$ cat src/rtl/proc_hex_display.sv
// Hex readout of a TinyRV1 I/O word on a multiplexed common-anode 7-segment display.
// Each scan shows one snapshot of the selected source; digit 0's point flags a new value.
module proc_hex_display #(
    parameter int NUM_DIGITS  = 8,
    parameter int REFRESH_DIV = 50000,
    parameter int BLANK_LZ    = 1
) (
    input  logic                  clk,
    input  logic                  rst,
    input  logic [31:0]           out0,
    input  logic [31:0]           out1,
    input  logic [31:0]           out2,
    input  logic [31:0]           trace_data,
    input  logic [1:0]            disp_sel,
    output logic [NUM_DIGITS-1:0] an,
    output logic [6:0]            seg,
    output logic                  dp
);

    localparam int IDX_W   = (NUM_DIGITS > 1) ? $clog2(NUM_DIGITS) : 1;
    localparam int PRESC_W = $clog2(REFRESH_DIV);
    localparam logic [IDX_W-1:0]   IDX_LAST   = IDX_W'(NUM_DIGITS - 1);
    localparam logic [PRESC_W-1:0] PRESC_LAST = PRESC_W'(REFRESH_DIV - 1);

    function automatic logic [6:0] hex7(input logic [3:0] nib);
        case (nib)
            4'h0: hex7 = 7'h40;
            4'h1: hex7 = 7'h79;
            4'h2: hex7 = 7'h24;
            4'h3: hex7 = 7'h30;
            4'h4: hex7 = 7'h19;
            4'h5: hex7 = 7'h12;
            4'h6: hex7 = 7'h02;
            4'h7: hex7 = 7'h78;
            4'h8: hex7 = 7'h00;
            4'h9: hex7 = 7'h10;
            4'hA: hex7 = 7'h08;
            4'hB: hex7 = 7'h03;
            4'hC: hex7 = 7'h46;
            4'hD: hex7 = 7'h21;
            4'hE: hex7 = 7'h06;
            4'hF: hex7 = 7'h0E;
            default: hex7 = 7'h7F;
        endcase
    endfunction

    logic [PRESC_W-1:0]    presc_r;
    logic [IDX_W-1:0]      idx_r;
    logic [31:0]           snap_r;
    logic [31:0]           prev_r;
    logic [NUM_DIGITS-1:0] an_r;
    logic [6:0]            seg_r;
    logic                  dp_r;

    logic                  tick_s;
    logic                  wrap_s;
    logic                  chg_s;
    logic                  nz_s;
    logic                  blank_s;
    logic                  dp_n_s;
    logic [IDX_W-1:0]      idx_n_s;
    logic [31:0]           src_s;
    logic [31:0]           s_s;
    logic [3:0]            nib_s;
    logic [6:0]            seg_n_s;
    logic [NUM_DIGITS-1:0] an_n_s;

    // Source select, sampled every cycle but only captured at a wrap to digit 0
    always_comb begin
        case (disp_sel)
            2'd0:    src_s = out0;
            2'd1:    src_s = out1;
            2'd2:    src_s = out2;
            default: src_s = trace_data;
        endcase
    end

    // Next digit and the post-update digit image; the change flag is carried as snap != prev
    always_comb begin
        tick_s = (presc_r == PRESC_LAST);
        if (idx_r == IDX_LAST) begin
            idx_n_s = '0;
        end else begin
            idx_n_s = idx_r + IDX_W'(1);
        end
        wrap_s = (idx_n_s == '0);
        if (wrap_s) begin
            s_s   = src_s;
            chg_s = (src_s != snap_r);
        end else begin
            s_s   = snap_r;
            chg_s = (snap_r != prev_r);
        end
        nib_s = s_s[{idx_n_s, 2'b00} +: 4];
        nz_s  = 1'b0;
        for (int j = 0; j < NUM_DIGITS; j++) begin
            nz_s = nz_s | ((IDX_W'(j) >= idx_n_s) && (s_s[4*j +: 4] != 4'd0));
        end
        blank_s = (BLANK_LZ != 0) && (idx_n_s != '0) && !nz_s;
        seg_n_s = blank_s ? 7'h7F : hex7(nib_s);
        an_n_s  = ~(NUM_DIGITS'(1) << idx_n_s);
        dp_n_s  = ~(chg_s && wrap_s);
    end

    // Prescaler, scan index, snapshot and registered display outputs
    always_ff @(posedge clk) begin
        if (rst) begin
            presc_r <= '0;
            idx_r   <= IDX_LAST;
            snap_r  <= 32'd0;
            prev_r  <= 32'd0;
            an_r    <= '1;
            seg_r   <= 7'h7F;
            dp_r    <= 1'b1;
        end else if (tick_s) begin
            presc_r <= '0;
            idx_r   <= idx_n_s;
            if (wrap_s) begin
                snap_r <= src_s;
                prev_r <= snap_r;
            end
            an_r  <= an_n_s;
            seg_r <= seg_n_s;
            dp_r  <= dp_n_s;
        end else begin
            presc_r <= presc_r + PRESC_W'(1);
        end
    end

    assign an  = an_r;
    assign seg = seg_r;
    assign dp  = dp_r;

endmodule

$ cat config.mk
export PLATFORM = sky130hd
export DESIGN_NAME = proc_hex_display
export DESIGN_NICKNAME = d
export VERILOG_FILES = /design/src/rtl/proc_hex_display.sv
export SDC_FILE = /design/constraint.sdc
export NUM_CORES = 1
export LEC_CHECK = 0
export CAP_MARGIN = 20
export CORE_UTILIZATION = 51
export DETAILED_ROUTE_END_ITERATION = 8
export PLACE_DENSITY = 0.91
export SYNTH_ARGS = -nofsm -noshare
export SYNTH_HDL_FRONTEND = slang
export SYNTH_SLANG_ARGS = --single-unit
export TNS_END_PERCENT = 20
$ cat constraint.sdc
create_clock -name clk -period 4.6 [get_ports clk]
set_input_delay 0.46 -clock clk [delete_from_list [all_inputs] [get_ports clk]]
set_output_delay 0.46 -clock clk [all_outputs]
set_load 0.01 [all_outputs]
==> run metrics, run 1 <==
status finished, final reports clean; Post-Route WL ~18000 um; minimum hold slack 0.4540 ns; Hold Crit Start prev_r[7]; Area growth syn-to-layout 28.32%; Clock Sinks 99; Max-Cap Viols 0; Total GRT Usage 0.2916; # Post-CTS Setup Buffers 0; main area contributors after synthesis dfxtp_1 (31%), nand2_1 (9.6%), mux4_2 (9.5%); Main synth FF type dfxtp_1; Syn Inst Count roughly 800; Slew HR 0.4857; Netlist cell types 68; Initial DRT Pass Iterations 7; asr flop ratio synth 0; Port Buffer Count between 100 and 150; post-synth top area share 0.3087; routed len/inst approximately 17 um; P_leak a little under 0.003 uW; register bit total from synthesis 99; post-cts resize count 0; Synth top cells by count nand2_1 (165), dfxtp_1 (99), a21oi_1 (83); final setup fails 0; fin. max-slew vios 0; post-synthesis sequential area ratio 0.3087; peak supply drop 210.6 uV; CP Launch Point idx_r[0]; number of I/O pins 148; Hold Buf Count CTS 0; drt drc 0; Syn Nets between 900 and 1000; Yosys warning count 0; n_diodes 0; Post-layout nets around 1000; cell area power density ~240 nW/um^2; row count 40; Req. time, crit path between 4 and 5 ns; Core ar. 12160 sq um; first-pass GRT wire length between 20000 and 30000 um; fillers roughly 940; CTS tree done; accumulated negative setup slack 0 ns; gr ovfl total 0; post-synth top area cell dfxtp_1; Crit. End Element register; Avg Cell Area, Syn ~8 sq um; Die ar. roughly 13000 sq um; Final Hold Fails 0; Setup crit start kind register; maximum clock frequency around 280 MHz; gpl congestion about 1; Worst Tran Pin Value between 0.7 and 0.8 ns; First DRT Iteration DRCs around 580; root buffer cell clkbuf_16; vias in the first global route ~6000; placed cell count between 1000 and 1500; Final Non-Filler Cells between 1000 and 1500; hold crit path type reg2reg; share of cells above drive strength 1 0.08492; initial antenna violation count 0; DIE HEIGHT approximately 110 um; die span in x roughly 110 um; vias per inst approximately 6.0; Critical R2R Launch idx_r[0]; Clock Latency Late Sink around 0.34 ns; Final Cell Area 8238 sq um; maximum clock path buffer count 2; EDFF count, synth 0; DP HPWL about 14000 um; vias between 6000 and 7000; CP Max Fanout 23; RSZ-0062 raised after global routing no; Clock Pin Slew Worst Setup and Hold Paths 0.06 ns; Starting Density 0.5279; area of the mapped netlist about 6400 sq um; largest net degree at the start of global routing 69; CP arrival around 3.8 ns; Tcrit/Tclk final 0.7755; pre-CTS setup slack 1.124 ns; TritonCTS buffer count 9; most common cell in the netlist nand2_1; kind of critical path reg2reg; final worst setup slack around 1.0 ns; Final ANT Viol Nets 0; fin crit period about 3.6 ns; Post-Place Cell Area around 8000 sq um; Worst Skew roughly 0.0069 ns; Max H-tree Level 3
## power breakdown
part / total (uW) / switching (uW) / leakage [uW] / internal [uW]
clock network: 733 / 317 / 0.000134 / 417
logic: 353 / 153 / 0.00201 / 201
registers: 861 / 2.15 / 0.000798 / 859
total: 1950 / 471 / 0.00294 / 1480
## layout make-up
type                            instances  area (sq um)  share of cell area
Multi-Input combinational cell        604          4123              0.5005
Sequential cell                        99          1982              0.2406
Timing Repair Buffer                  159          1572              0.1908
Clock buffer                           10         229.0             0.02779
Tap cell                              168         210.2             0.02552
Inverter                               18         67.56            0.008202
Clock inverter                          5         55.05            0.006683
## registers in the layout, indices dropped and copies added (netlist names)
| name | count |
|---|---|
| snap_r | 32 |
| an | 8 |
| seg | 7 |
| dp | 1 |
| presc_r | 16 |
| prev_r | 32 |
| idx_r | 3 |
## per-stage QoR
stage               total power, uW  utilization
floorplan                      1070            -
global placement               1225       0.6540
detailed placement             1229       0.6540
CTS                            1953       0.6774
global route                   2014       0.6774
finish                         1948       0.6774
## final timing paths
| path | to | slack (ns) | depth (start not counted) |
|---|---|---|---|
| max reg2reg | seg[4] | 1.03 | 10 |
| max | seg[4] | 1.03 | 10 |
| min reg2reg | prev_r[7] | 0.45 | 2 |
| min | prev_r[7] | 0.45 | 2 |
## worst max-delay path, cell delays in order (launching register included)
cell and delay (ns):
dfxtp_1 0.47, ha_1 0.61, nor2b_2 0.51, buf_4 0.36
a221o_1 0.19, a32oi_1 0.11, o31ai_1 0.19, inv_1 0.20
ha_1 0.23, or3_1 0.38, a41oi_1 0.23
## logic make-up after synthesis
family                     share of synthesized area
buffers and inverters                        0.05106
adders and majority gates                    0.02534
muxes                                         0.1623
and+or+nand+nor                               0.2126
AOI/OAI and AO/OA                             0.1581
xor gates and xnor gates                     0.08185
DFF                                           0.3087
## layer usage
metal / wire length [um] / GRT usage
met5: 0 / 0
met4: 581 / 0.1082
met3: 1838 / 0.06406
met2: 8626 / 0.4909
met1: 7265 / 0.3660
## cell usage in the layout (no fill, tap or decap), drive strengths merged, types with 11 or more instances in the layout
cell type / netlist / routed
mux4: 28 / 28
ha: 13 / 13
mux2i: 34 / 34
nand2: 165 / 165
inv: 18 / 18
clkdlybuf4s50: 0 / 144
buf: 15 / 15
xor2: 25 / 25
a21oi: 83 / 83
o21ai: 20 / 20
dfxtp: 99 / 99
nand3: 18 / 18
nor2: 42 / 42
xnor2: 35 / 35
nand2b: 11 / 11
Note: power is estimated with default switching activity, not from simulation.
==> run 2, diff against run 1 <==
--- a/config.mk
+++ b/config.mk
@@ -6,9 +6,9 @@
 export NUM_CORES = 1
 export LEC_CHECK = 0
 export CAP_MARGIN = 20
-export CORE_UTILIZATION = 51
+export CORE_UTILIZATION = 46
 export DETAILED_ROUTE_END_ITERATION = 8
-export PLACE_DENSITY = 0.91
+export PLACE_DENSITY = 0.87
 export SYNTH_ARGS = -nofsm -noshare
 export SYNTH_HDL_FRONTEND = slang
 export SYNTH_SLANG_ARGS = --single-unit
==> constraint.sdc (replaced) <==
create_clock -name clk -period 2.9 [get_ports clk]
set_input_delay 0.29 -clock clk [delete_from_list [all_inputs] [get_ports clk]]
set_output_delay 0.29 -clock clk [all_outputs]
set_load 0.01 [all_outputs]
==> run 2 against run 1 <==
Die area up 11%. Final cell count up 7.1%. First-iteration DRC count up 15%. Global-route usage down 0.82 points. Critical path depth up 2. Fmax up 26%. Clock skew about the same. Non-clock buffer count up 66. Core utilization down 0.48 points. Critical endpoint is now seg[3]. Highest routed layer unchanged.
==> run metrics, run 2 (same netlist as run 1, synthesis figures left out) <==
status finished, final reports clean; peak supply drop 270.1 uV; GR Util met1 0.3547; Post-Route WL 20270 um; Critical R2R Launch idx_r[1]; met2 usage 0.4975; Area growth syn-to-layout 40.38%; top flop regs prev_r (32), snap_r (32), presc_r (16); Worst Tran Pin Value roughly 0.73 ns; Tcrit/Tclk final 0.9792; Clock Latency Late Sink 0.35 ns; gpl congestion 0.9595; first-pass GRT wire length about 32000 um; maximum clock path buffer count 2; pre-CTS setup slack -0.1324 ns; vias in the first global route 6392; CTS tree done; fin. max-slew vios 0; vias roughly 6600; Final ANT Viol Nets 0; Post-layout nets about 1100; Max H-tree Level 3; Max-Cap Viols 0; largest net degree at the start of global routing 67; Clock Sinks around 100; Total GRT Usage 0.2833; commonest non-fill, non-tap cell in the layout nand2_1; Initial DRT Pass Iterations 6; hold crit path type in2reg; DP HPWL between 15000 and 20000 um; most congested layer reported by global routing met2; fin crit period between 2 and 3 ns; met3 Use GR 0.03802; cell area power density about 360 nW/um^2; Setup crit start kind register; n_diodes 0; routed len/inst ~18 um; share of cells above drive strength 1 0.1765; Hold Crit Start rst; Req. time, crit path roughly 3.1 ns; kind of critical path reg2reg; First DRT Iteration DRCs 662; row count 42; Clock Pin Slew Worst Setup and Hold Paths around 0.070 ns; Crit. End Element register; Worst Skew slightly above 0.007 ns; Port Buffer Count 147; Die ar. 14430 sq um; vias per inst between 5 and 6; gr ovfl total 0; CP Launch Point idx_r[1]; final setup fails 0; Slew HR 0.5106; most frequent cells in the layout nand2_1 (164), clkdlybuf4s50_1 (144), dfxtp_1 (99), a21oi_1 (82), buf_4 (69); minimum hold slack roughly 0.42 ns; Final Hold Fails 0; root buffer cell clkbuf_16; final worst setup slack between 0.06 and 0.07 ns; Hold Buf Count CTS 0; number of I/O pins about 150; DIE HEIGHT between 100 and 150 um; maximum clock frequency between 300 and 400 MHz; die span in x ~120 um; drt drc 0; Starting Density 0.4791; initial antenna violation count 0; post-layout util 0.6725; CP Max Fanout 3; TritonCTS buffer count 9; CP arrival about 3.1 ns; Core ar. ~13000 sq um; P_leak approximately 0.0033 uW; RSZ-0062 raised after global routing yes
[run 2: critical path, stage by stage (launching register included)]
cell	delay [ns]
dfxtp_1	0.32
ha_2	0.21
buf_4	0.15
ha_4	0.17
nor2_4	0.11
buf_6	0.11
mux4_2	0.51
a32oi_2	0.27
o31ai_4	0.14
ha_2	0.23
mux2_4	0.29
mux2i_1	0.15
a21oi_1	0.08
[run 2: power breakdown]
part / total, uW / switching, uW / leakage, uW / internal, uW
Sequential: 1370 / 3.46 / 0.000798 / 1360
Clock: 1210 / 517 / 0.000139 / 692
Combinational: 645 / 273 / 0.00239 / 372
Total: 3220 / 793 / 0.00333 / 2430
[run 2: routing by layer]
layer	vias up	part of all wire
li1	3115	-
met1	3165	0.41
met2	312	0.49
met3	41	0.078
met4	0	0.022
met5	-	0
[run 2: path summary, 6_finish.rpt]
path | to | slack, ns | depth (start not counted)
max | seg[3] | 0.06 | 12
min reg2reg | prev_r[22] | 0.46 | 2
min | an[7] | 0.42 | 3
max reg2reg | seg[3] | 0.06 | 12
[run 2: final cells by class]
type / instances / area (sq um)
Timing Repair Buffer: 225 / 2146
Inverter: 18 / 67.56
Multi-Input combinational cell: 605 / 4300
Sequential cell: 99 / 1982
Tap cell: 176 / 220.2
Fill cell: 1045 / 4388
Clock inverter: 4 / 50.05
Clock buffer: 12 / 246.5
[run 2: metrics by stage]
| stage | instances | area [sq um] | setup TNS (ns) | total power, uW |
|---|---|---|---|---|
| floorplan | 779 | 6471 | 0 | 1699 |
| global placement | 1115 | 8487 | -0.1513 | 1991 |
| global route | 1139 | 9012 | -0.09093 | 3334 |
| finish | 1139 | 9012 | 0 | 3219 |
| detailed placement | 1115 | 8487 | -0.4146 | 2004 |
| CTS | 1134 | 8859 | -0.04717 | 3194 |
[run 2: timing repair]
action / CTS / global route
gates resized for setup: 7 / 29
gates cloned: 0 / 1
setup buffers: 3 / 4
setup endpoints to repair: 8 / 8
pin swaps: 1 / 8
==> run 3, diff against run 2 <==
--- a/config.mk
+++ b/config.mk
@@ -9,6 +9,7 @@
 export CORE_UTILIZATION = 46
 export DETAILED_ROUTE_END_ITERATION = 8
 export PLACE_DENSITY = 0.87
+export SLEW_MARGIN = 20
 export SYNTH_ARGS = -nofsm -noshare
 export SYNTH_HDL_FRONTEND = slang
 export SYNTH_SLANG_ARGS = --single-unit
==> results of run 3 <==
The final DEF is identical to that of run 2; final timing and power are the same.
